### src/rtl/lapido_pkg.sv
// Shared definitions for the Lapido pipeline front end.
// Holds the word/address width used by memory, programcounter and the
// boot loader, the default load-terminating sentinel, and the boot
// sequencer state encoding.
package lapido_pkg;

  localparam int WORD_W = 32;
  localparam logic [WORD_W-1:0] END_WORD_DEF = 32'hFFFF_FFFF;

  typedef enum logic [2:0] {
    ST_IDLE,
    ST_LOAD,
    ST_WRITE,
    ST_CLEAR,
    ST_RUN,
    ST_ERROR
  } boot_state_e;

  // Write-side view of the instruction memory port.
  typedef struct packed {
    logic [WORD_W-1:0] address;
    logic [WORD_W-1:0] data;
    logic              cs;
    logic              we;
    logic              oe;
  } mem_port_t;

endpackage

### src/rtl/boot_clear_timer.sv
// Register-file clear countdown for the boot sequencer.
// Ports:
//   clock, reset : system clock, async active-high reset
//   load         : load the counter with CYCLES
//   dec          : decrement this cycle (held high while clearing)
//   expire       : high in the last clear cycle (counter == 1 while dec)
module boot_clear_timer #(
  parameter int CYCLES = 4
) (
  input  logic clock,
  input  logic reset,
  input  logic load,
  input  logic dec,
  output logic expire
);

  localparam int CW = $clog2(CYCLES + 1);

  logic [CW-1:0] cnt;

  always_ff @(posedge clock or posedge reset) begin
    if (reset)
      cnt <= '0;
    else if (load)
      cnt <= CW'(CYCLES);
    else if (dec && cnt != '0)
      cnt <= cnt - 1'b1;
  end

  // Expiring on the value 1 (not 0) gives exactly CYCLES clear cycles
  // counting the one that starts with the freshly loaded value.
  assign expire = dec && (cnt == CW'(1));

endmodule

### src/rtl/boot_loader.sv
// Boot sequencer ahead of instruction fetch.
// Streams program words from the BIOS source (valid/ready) into
// instruction memory starting at address 0, holds the register file in
// reset for CLEAR_CYCLES cycles, then hands memory addressing to the PC.
// Ports:
//   clock, reset          : system clock, async active-high reset
//   start                 : begin loading (only looked at in IDLE)
//   in_data/in_valid/in_ready : program word stream
//   pc_address            : PC value, drives mem_address in RUN
//   mem_*                 : instruction memory port (cs active-low)
//   word_count            : words written so far
//   on_bios               : low only in RUN
//   reg_file_reset        : register-file reset request during CLEAR
//   enable_pc, done       : high in RUN
//   error                 : overflow, sticky until reset
module boot_loader
  import lapido_pkg::*;
#(
  parameter int                MAX_WORDS    = 256,
  parameter logic [WORD_W-1:0] END_WORD     = END_WORD_DEF,
  parameter int                CLEAR_CYCLES = 4
) (
  input  logic              clock,
  input  logic              reset,
  input  logic              start,
  input  logic [WORD_W-1:0] in_data,
  input  logic              in_valid,
  output logic              in_ready,
  input  logic [WORD_W-1:0] pc_address,
  output logic [WORD_W-1:0] mem_address,
  output logic [WORD_W-1:0] mem_data,
  output logic              mem_cs,
  output logic              mem_we,
  output logic              mem_oe,
  output logic [WORD_W-1:0] word_count,
  output logic              on_bios,
  output logic              reg_file_reset,
  output logic              enable_pc,
  output logic              done,
  output logic              error
);

  localparam logic [WORD_W-1:0] MAX_W = WORD_W'(MAX_WORDS);

  boot_state_e state, state_nxt;

  logic [WORD_W-1:0] addr_q, data_q, count_q;
  logic              accept, is_end, full, clear_done;
  mem_port_t         mem;

  // in_ready is purely state==LOAD, so a handshake is in_valid in LOAD.
  assign accept = (state == ST_LOAD) && in_valid;
  assign is_end = (in_data == END_WORD);
  assign full   = (count_q == MAX_W);

  // ---- state register
  always_ff @(posedge clock or posedge reset) begin
    if (reset) state <= ST_IDLE;
    else       state <= state_nxt;
  end

  // ---- next state
  always_comb begin
    state_nxt = state;
    case (state)
      ST_IDLE:  if (start) state_nxt = ST_LOAD;
      ST_LOAD: begin
        if (accept) begin
          if (is_end)    state_nxt = ST_CLEAR;
          else if (full) state_nxt = ST_ERROR;
          else           state_nxt = ST_WRITE;
        end
      end
      ST_WRITE: state_nxt = ST_LOAD;
      ST_CLEAR: if (clear_done) state_nxt = ST_RUN;
      ST_RUN:   state_nxt = ST_RUN;
      ST_ERROR: state_nxt = ST_ERROR;
      default:  state_nxt = ST_IDLE;
    endcase
  end

  // ---- datapath: captured write address/data and word counter
  always_ff @(posedge clock or posedge reset) begin
    if (reset) begin
      addr_q  <= '0;
      data_q  <= '0;
      count_q <= '0;
    end else begin
      if (accept && !is_end && !full) begin
        addr_q <= count_q;
        data_q <= in_data;
      end
      // Count only completes at the end of WRITE, so a reset mid-write
      // leaves the word uncounted. Saturates at MAX_WORDS.
      if (state == ST_WRITE && count_q != MAX_W)
        count_q <= count_q + 1'b1;
    end
  end

  boot_clear_timer #(
    .CYCLES (CLEAR_CYCLES)
  ) u_clear (
    .clock  (clock),
    .reset  (reset),
    .load   (accept && is_end),
    .dec    (state == ST_CLEAR),
    .expire (clear_done)
  );

  // ---- outputs
  always_comb begin
    mem            = '{address: addr_q, data: data_q, cs: 1'b1, we: 1'b0, oe: 1'b0};
    in_ready       = 1'b0;
    on_bios        = 1'b1;
    reg_file_reset = 1'b0;
    enable_pc      = 1'b0;
    done           = 1'b0;
    error          = 1'b0;
    case (state)
      ST_LOAD:  in_ready = 1'b1;
      ST_WRITE: begin
        mem.cs = 1'b0;
        mem.we = 1'b1;
      end
      ST_CLEAR: reg_file_reset = 1'b1;
      ST_RUN: begin
        mem.address = pc_address;
        mem.cs      = 1'b0;
        mem.oe      = 1'b1;
        enable_pc   = 1'b1;
        done        = 1'b1;
        on_bios     = 1'b0;
      end
      ST_ERROR: error = 1'b1;
      default: ;
    endcase
  end

  assign mem_address = mem.address;
  assign mem_data    = mem.data;
  assign mem_cs      = mem.cs;
  assign mem_we      = mem.we;
  assign mem_oe      = mem.oe;
  assign word_count  = count_q;

endmodule

### config.mk
export PLATFORM = sky130hd
export DESIGN_NAME = boot_loader
export DESIGN_NICKNAME = d
export VERILOG_FILES = /design/src/rtl/lapido_pkg.sv /design/src/rtl/boot_clear_timer.sv /design/src/rtl/boot_loader.sv
export SDC_FILE = /design/constraint.sdc
export NUM_CORES = 1
export LEC_CHECK = 0
export BUFFER_PORTS_ARGS = -buffer_cell sky130_fd_sc_hd__buf_4
export CORE_MARGIN = 1
export CORE_UTILIZATION = 50
export DETAILED_ROUTE_END_ITERATION = 8
export GPL_TIMING_DRIVEN = 0
export PLACE_DENSITY = 0.8
export SLEW_MARGIN = 20
export SYNTH_ARGS = -nofsm -noshare
export SYNTH_HDL_FRONTEND = slang
export SYNTH_HIERARCHICAL = 1
export SYNTH_SLANG_ARGS = --single-unit
### constraint.sdc
create_clock -name clock -period 3.7 [get_ports clock]
set_input_delay 0.74 -clock clock [delete_from_list [all_inputs] [get_ports clock]]
set_output_delay 0.74 -clock clock [all_outputs]
set_load 0.01 [all_outputs]
==> metrics, run 1 <==
status completed; capturing point of the worst reg2reg path mem_data[31]; CTS tree yes; ant diodes 0; CP endpoint kind primary output; GRT Util Overall 0.234; pwr dens 563 mW/mm2; Req. time, crit path 2.96 ns; Max IR drop VDD 403 uV; compound-cell area share of the yosys netlist 0.0135; Residual DRC 0; Clock Latency Late Sink 0.36 ns; Startpoint Class flip-flop; CP max stage cell nor3_2; Pint 2.49 mW; max incr delay on CP 0.57 ns; critical path class flip-flop to primary output; flops & latches, synth 102; post-CTS sizing 0; Tmin final 3.38 ns; clock buffer depth 2; initial core utilization 0.522; Post-synth EDFFs 0; Initial DRC Count 87; Cell Rows 35; Crit. Startpoint state[2]; share of Yosys cell area claimed by the top area cell type 0.521; CP endpoint mem_address[27]; Clk pwr share 0.192; crit path DAT 2.64 ns; Reg-to-Reg Start word_count[0]; first-pass GRT wire length 18300 um; DR WL/cell 16.3 um; adder-cell area share of the yosys netlist 0.0128; min-delay worst type input pin to async pin; Syn Nets 452; I/O pin total 173; Simple-Gate Fraction of Synth Area 0.130; number of buffers created by CTS 9; Mapped Avg Cell Area 12.9 um2; FF-to-FF path depth 9; Worst Tran Pin Value 0.712 ns; combinational share of power 0.397; width of the die 101 um; CTS Hold Bufs 0; CTS H-tree depth 3; Relative slew margins 0.523; highest clock rate 296 MHz; NetSw 1.21 mW; Post-Place Cell Area 0.00638 mm2; Ys Warns 6; sw frac 0.328; DR vias/cell 5.31; Finished Cell Area 0.00658 mm2; gr ovfl total 0; part of the power in registers 0.412; Placer Congestion 0.840; Top FF cell, synth dfrtp_1; I/O Buffers 172; Layout Nets 636; mux cell area share after synthesis 0.227; sequential area share after synthesis 0.521; largest family of logic cells by synthesized area multiplexers; Final Hold Vio Count 0; layout cell share with drive strength beyond 1 0.449; cell taking the most area after synthesis dfrtp_1; Core ar. 0.00937 mm2; Root Driver clkbuf_8; die span in y 101 um; async set-or-reset flop fraction in the synthesized netlist 1.00; max_cap viols 0; Min Hold Slack 0.260 ns; Cells after Synth 379; final setup vio count 0; Synth cell types 43; total power 3.70 mW; total routed wirelength 11400 um; synth top area cells dfrtp_1 52%, mux2_1 14%, mux2_2 8.7%; Worst Path Max Fanout 12; vias in the first global route 3651; Slew Limit Fails 0; CTS clk-pin slew, worst paths 0.10 ns; Post-CTS Setup Bufs 0; CP cell instances clkbuf_1 -> inv_1 -> nor3_2 -> buf_2 -> mux2_2 -> buf_4; initial antenna violation count 0; hpwl dp 8600 um; die area 0.0102 mm2; Synth Area in XOR/XNOR 0.0555; via count 3698; mapped cell area 0.00490 mm2; First-pass DRT Iterations 4; register-to-register path setup slack 1.27 ns; Leakage 3.35 nW; Clock Skew 0.0120 ns; unrepaired setup endpoints after global routing false; maximum number of pins on one net before global-route repair 79; period utilization 0.914; post-route ant nets 0; Area Overhead vs Synth 34.4%; # clock sinks 102; final setup TNS 0 ns
==> worst min-delay path by stage <==
stage,from,end,slack [ns],depth (start not counted)
floorplan,addr_q[0],addr_q[0],0.46,1
global placement,addr_q[20],addr_q[20],0.47,1
detailed placement,addr_q[22],addr_q[22],0.48,1
CTS,reset,u_clear/cnt[1],0.25,2
global route,reset,u_clear/cnt[1],0.25,2
finish,reset,u_clear/cnt[1],0.26,2
==> critical path, delay by kind of cell (launching register included) <==
family	cells	cell delay, ns
buffers and inverters	4	1.02
AND/OR/NAND/NOR	1	0.57
multiplexers	1	0.37
flip-flops	1	0.33
==> metal layers <==
layer | part of all wire | vias to the layer above | global-route usage
li1 | - | 1733 | -
met2 | 0.50 | 126 | 0.395
met1 | 0.44 | 1816 | 0.305
met4 | 0.024 | 0 | 0.0925
met3 | 0.042 | 23 | 0.0347
met5 | 0 | - | 0
==> cell type report <==
class	count	area, um2
Multi-Input combinational cell	243	2150
Tap cell	129	161
Sequential cell	102	2550
Clock buffer	11	141
Clock inverter	5	58.8
Inverter	14	57.6
Timing Repair Buffer	173	1320
Fill cell	707	2790
Buffer	20	139
==> power by group through the flow <==
stage	clock, mW	combinational [mW]	sequential (mW)
finish	0.710	1.47	1.52
global route	0.768	1.58	1.56
CTS	0.725	1.48	1.53
detailed placement	0	1.48	1.55
global placement	0	1.43	1.53
floorplan	0	0.731	1.62
==> cell families (layout without fill, tap and decap cells) <==
kind of cell | count (synthesis) | count (layout)
and+or+nand+nor | 98 | 98
muxes | 99 | 99
AOI/OAI and AO/OA | 10 | 10
buffers and inverters | 34 | 223
adders and majority gates | 5 | 5
DFF | 102 | 102
xor gates and xnor gates | 31 | 31
==> stage by stage <==
stage | utilization | setup slack [ns] | std cells
finish | 0.702 | 0.317 | 697
global placement | 0.677 | -0.770 | 680
global route | 0.702 | 0.0632 | 697
CTS | 0.702 | 0.264 | 697
detailed placement | 0.681 | 0.657 | 681
floorplan | - | 0.370 | 379
==> placed cells by master, fill, tap and decap left out, types with 2 or more instances in the layout <==
| cell | n |
|---|---|
| nand2_1 | 12 |
| nand3_1 | 8 |
| and3_1 | 7 |
| nor2_1 | 15 |
| dfrtp_1 | 102 |
| nor3_1 | 4 |
| buf_4 | 174 |
| and2b_4 | 2 |
| and4_1 | 4 |
| clkinvlp_4 | 2 |
| buf_6 | 6 |
| clkbuf_1 | 4 |
| clkbuf_8 | 10 |
| nand4_1 | 19 |
| a21oi_1 | 3 |
| mux2_2 | 38 |
| inv_1 | 13 |
| buf_2 | 9 |
| nor3_2 | 2 |
| xor2_1 | 15 |
| xnor2_1 | 16 |
| ha_1 | 5 |
| nor4_1 | 12 |
| mux2_1 | 60 |
==> Yosys cell counts, drive strengths merged (6+ instances only) <==
library cell	count
xor2	15
and3	7
nor3	6
nand4	20
nand3	9
dfrtp	102
inv	14
nor4	13
xnor2	16
nand2	12
buf	17
mux2	98
nor2	15
==> flip-flops by register name, indices dropped and copies added (netlist names) <==
signal	cells
addr_q	32
mem_data	32
word_count	32
u_clear/cnt	3
state	3
(Power assumes the default switching activity.)
==> inputs of run 2 (changes only) <==
--- a/config.mk
+++ b/config.mk
@@ -10,6 +10,7 @@
 export CORE_UTILIZATION = 50
 export DETAILED_ROUTE_END_ITERATION = 8
 export GPL_TIMING_DRIVEN = 0
+export MAX_ROUTING_LAYER = met4
 export PLACE_DENSITY = 0.8
 export SLEW_MARGIN = 20
 export SYNTH_ARGS = -nofsm -noshare
==> metrics, run 2 (synthesis results as in run 1) <==
Root Driver clkbuf_8 (unchanged); die area 0.0102 mm2 (unchanged); CTS clk-pin slew, worst paths 0.10 ns (about the same); Placed Cells 681 (unchanged); most frequent cells in the layout 174 x buf_4, 102 x dfrtp_1, 60 x mux2_1 (unchanged); post-route ant nets 0 (unchanged); Final Hold Vio Count 0 (unchanged); DR WL/cell 16.4 um (was 16.3 um); Startpoint Class flip-flop (unchanged); Slew Limit Fails 0 (unchanged); gr ovfl total 0 (unchanged); Final WS setup 0.314 ns (was 0.317 ns); First-pass DRT Iterations 4 (unchanged); CTS tree yes (unchanged); Min Hold Slack 0.255 ns (was 0.260 ns); Req. time, crit path 2.96 ns (about the same); # clock sinks 102 (unchanged); Worst Tran Pin Value 0.712 ns (about the same); Max IR drop VDD 403 uV (about the same); dpl ws 0.657 ns (unchanged); CP endpoint kind primary output (unchanged); status completed (unchanged); critical path class flip-flop to primary output (unchanged); Layout Nets 636 (unchanged); first-pass GRT wire length 18300 um (about the same); Worst Path Max Fanout 12 (unchanged); CTS Hold Bufs 0 (unchanged); DR vias/cell 5.29 (was 5.31); Clock Latency Late Sink 0.36 ns (about the same); GRT Util Overall 0.241 (was 0.234); initial antenna violation count 0 (unchanged); ant diodes 0 (unchanged); width of the die 101 um (unchanged); Leakage 3.35 nW (unchanged); number of buffers created by CTS 9 (unchanged); clock buffer depth 2 (unchanged); I/O pin total 173 (unchanged); max_cap viols 0 (unchanged); Initial DRC Count 79 (was 87); I/O Buffers 172 (unchanged); period utilization 0.915 (was 0.914); die span in y 101 um (unchanged); Post-CTS Setup Bufs 0 (unchanged); pwr dens 563 mW/mm2 (about the same); Cell Rows 35 (unchanged); crit path DAT 2.65 ns (was 2.64 ns); Residual DRC 0 (unchanged); Placer Congestion 0.853 (was 0.840); initial core utilization 0.522 (unchanged); Clock Skew 0.0108 ns (was 0.0120 ns); most common cell after layout, fill and taps aside buf_4 (unchanged); total routed wirelength 11400 um (about the same); final setup TNS 0 ns (unchanged); Relative slew margins 0.523 (about the same); hpwl dp 8600 um (unchanged); unrepaired setup endpoints after global routing false (unchanged); CTS H-tree depth 3 (unchanged); post-CTS sizing 0 (unchanged); maximum number of pins on one net before global-route repair 79 (unchanged); layout cell share with drive strength beyond 1 0.449 (unchanged); Area Overhead vs Synth 34.4% (unchanged); vias in the first global route 3659 (was 3651); via count 3686 (was 3698); Post-Layout Cell Count 697 (unchanged); Tmin final 3.39 ns (was 3.38 ns); Core ar. 0.00937 mm2 (unchanged); min-delay worst type input pin to async pin (unchanged); highest clock rate 295 MHz (was 296 MHz); final setup vio count 0 (unchanged)
-- run 2: layout make-up --
type / count / area, um2
plain buffers: 20 / 139
clock buffers: 11 / 141
inverters: 14 / 57.6
fillers: 707 / 2790
multi-input cells: 243 / 2150
clock inverters: 5 / 58.8
well taps: 129 / 161
repair buffers: 173 / 1320
flip-flops and latches: 102 / 2550
-- run 2: final timing paths --
kind / from / endpoint / slack (ns) / cells after the start
worst max-delay path: state[2] / mem_address[27] / 0.31 / 6
max in group asynchronous: reset / mem_data[9] / 2.75 / 3
worst min register to register: addr_q[22] / addr_q[22] / 0.50 / 1
worst max register to register: word_count[0] / mem_data[31] / 1.26 / 9
worst min-delay path: reset / u_clear/cnt[1] / 0.25 / 2
min in group clock: addr_q[22] / addr_q[22] / 0.50 / 1
-- run 2: critical path, stage by stage (launching register included) --
cell	delay, ns
dfrtp_1	0.33
clkbuf_1	0.34
inv_1	0.15
nor3_2	0.57
buf_2	0.39
mux2_2	0.37
buf_4	0.14
-- run 2: report_power, final --
group	internal, mW	leakage, nW	switching [mW]	total [mW]
clock network	0.332	0.0955	0.377	0.709
logic	0.787	1.93	0.681	1.47
registers	1.37	1.33	0.155	1.53
total	2.49	3.35	1.21	3.70
-- run 2: per-layer routing --
layer / track usage / share of wire / wire, um
met5: - / 0 / 0
met4: 0.0925 / 0.024 / 276
met3: 0.0333 / 0.047 / 533
met2: 0.397 / 0.50 / 5700
met1: 0.305 / 0.43 / 4890
-- run 2: stage by stage --
step | total power [mW] | instance area (um2) | utilization
CTS | 3.74 | 6580 | 0.702
detailed placement | 3.03 | 6380 | 0.681
floorplan | 2.35 | 4900 | -
finish | 3.70 | 6580 | 0.702
global route | 3.91 | 6580 | 0.702
global placement | 2.96 | 6350 | 0.677
==> inputs of run 3 (changes only) <==
--- a/config.mk
+++ b/config.mk
@@ -6,12 +6,14 @@
 export NUM_CORES = 1
 export LEC_CHECK = 0
 export BUFFER_PORTS_ARGS = -buffer_cell sky130_fd_sc_hd__buf_4
+export CELL_PAD_IN_SITES_DETAIL_PLACEMENT = 1
+export CELL_PAD_IN_SITES_GLOBAL_PLACEMENT = 1
 export CORE_MARGIN = 1
-export CORE_UTILIZATION = 50
+export CORE_UTILIZATION = 30
 export DETAILED_ROUTE_END_ITERATION = 8
 export GPL_TIMING_DRIVEN = 0
 export MAX_ROUTING_LAYER = met4
-export PLACE_DENSITY = 0.8
+export PLACE_DENSITY_LB_ADDON = 0.1
 export SLEW_MARGIN = 20
 export SYNTH_ARGS = -nofsm -noshare
 export SYNTH_HDL_FRONTEND = slang
==> constraint.sdc (replaced) <==
create_clock -name clock -period 4.05 [get_ports clock]
set_input_delay 0.81 -clock clock [delete_from_list [all_inputs] [get_ports clock]]
set_output_delay 0.81 -clock clock [all_outputs]
set_load 0.01 [all_outputs]
==> metrics, run 3 (synthesis results as in run 1) <==
Leakage 3.42 nW (was 3.35 nW); total power 3.70 mW (about the same); first-pass GRT wire length 21300 um (was 18300 um); crit path DAT 2.69 ns (was 2.65 ns); total routed wirelength 13400 um (was 11400 um); Area Overhead vs Synth 39.2% (was 34.4%); I/O pin total 173 (unchanged); Root Driver clkbuf_16 (was clkbuf_8); DR WL/cell 17.1 um (was 16.4 um); status completed (unchanged); DR vias/cell 4.70 (was 5.29); I/O Buffers 172 (unchanged); hpwl dp 10300 um (was 8600 um); CTS Hold Bufs 0 (unchanged); Clock Latency Late Sink 0.35 ns (was 0.36 ns); vias in the first global route 3888 (was 3659); Clock Skew 0.00740 ns (was 0.0108 ns); Residual DRC 0 (unchanged); CTS H-tree depth 3 (unchanged); Placer Congestion 0.739 (was 0.853); Layout Nets 636 (unchanged); final setup TNS 0 ns (unchanged); clock buffer depth 2 (unchanged); highest clock rate 285 MHz; final core occ 0.429 (was 0.702); Worst Tran Pin Value 0.735 ns (was 0.712 ns); most common cell after layout, fill and taps aside buf_4 (unchanged); die span in y 130 um (was 101 um); Final Hold Vio Count 0 (unchanged); Min Hold Slack 0.362 ns (was 0.255 ns); critical path class flip-flop to primary output (unchanged); width of the die 130 um (was 101 um); Slew Limit Fails 0 (unchanged); GRT Util Overall 0.172 (was 0.241); initial core utilization 0.308 (was 0.522); most frequent cells in the layout 174 x buf_4, 102 x dfrtp_1, 60 x mux2_1 (unchanged); layout cell share with drive strength beyond 1 0.449 (unchanged); initial antenna violation count 0 (unchanged); min-delay worst type input pin to async pin (unchanged); via count 3683 (was 3686); max_cap viols 0 (unchanged); Fill cells 1710 (was 707); Startpoint Class flip-flop (unchanged); First-pass DRT Iterations 4 (unchanged); Cell Rows 46 (was 35); period utilization 0.865; Initial DRC Count 87 (was 79); final setup vio count 0 (unchanged); post-route ant nets 0 (unchanged); # clock sinks 102 (unchanged); ant diodes 0 (unchanged); CTS clk-pin slew, worst paths 0.06 ns (was 0.10 ns); unrepaired setup endpoints after global routing false (unchanged); maximum number of pins on one net before global-route repair 65 (was 79); CP endpoint kind primary output (unchanged); number of buffers created by CTS 9 (unchanged); die area 0.0168 mm2 (was 0.0102 mm2); gr ovfl total 0 (unchanged); Max IR drop VDD 205 uV (was 403 uV); pwr dens 544 mW/mm2 (was 563 mW/mm2); Crit. Startpoint state[2] (unchanged); Reg-to-Reg Start word_count[0] (unchanged); Tmin final 3.50 ns; Core ar. 0.0159 mm2 (was 0.00937 mm2); post-CTS sizing 0 (unchanged); Post-CTS Setup Bufs 0 (unchanged); Worst Path Max Fanout 10 (was 12); CTS tree yes (unchanged); Relative slew margins 0.508 (was 0.523); Req. time, crit path 3.24 ns (was 2.96 ns)
run 3: cell count changes in the layout (fill, tap and decap cells not counted):
cell / delta
clkbuf_8: -9
clkinv_4: +1
bufinv_16: +1
clkbuf_16: +9
clkinvlp_4: -2
run 3: stage by stage:
stage / std cells / area, um2 / worst slack, ns
2_1_floorplan: 379 / 4900 / 0.650
3_3_place_gp: 767 / 6460 / -0.812
3_5_place_dp: 768 / 6490 / 0.876
4_1_cts: 784 / 6820 / 0.493
5_1_grt: 784 / 6820 / 0.353
6_report: 784 / 6820 / 0.547
run 3: worst max-delay path, cell delays in order, from the launching register on:
cell and delay (ns):
dfrtp_1 0.33, clkbuf_1 0.36, inv_1 0.15, nor3_2 0.58, buf_2 0.41, mux2_2 0.38, buf_4 0.14
run 3: final timing paths:
path                                   end  slack (ns)  cells after the start
max                        mem_address[20]        0.55                      6
min                         u_clear/cnt[1]        0.36                      2
max reg2reg                     addr_q[25]        1.36                      9
min reg2reg                     addr_q[26]        0.49                      1
max in group asynchronous    word_count[0]        2.98                      3
min in group clock              addr_q[26]        0.49                      1
run 3: final cells by class:
cell class / count / area (um2) / area share
sequential: 102 / 2550 / 0.375
timing repair buffer: 173 / 1320 / 0.194
clock buffer: 11 / 243 / 0.0356
buffer: 20 / 139 / 0.0204
clock inverter: 5 / 82.6 / 0.0121
inverter: 14 / 57.6 / 0.00845
tap: 216 / 270 / 0.0397
multi-input combinational: 243 / 2150 / 0.316
run 3: per-layer routing:
layer | global-route usage | share of wire | vias up | wire length, um
li1 | - | - | 1729 | -
met1 | 0.218 | 0.45 | 1838 | 6070
met2 | 0.282 | 0.50 | 102 | 6640
met3 | 0.0221 | 0.037 | 14 | 502
met4 | 0.0636 | 0.015 | 0 | 196
met5 | - | 0 | - | 0
run 3: report_power, final:
part	switching [mW]	internal, mW	leakage [nW]
registers	0.151	1.25	1.33
logic	0.632	0.717	1.93
clock network	0.391	0.560	0.160
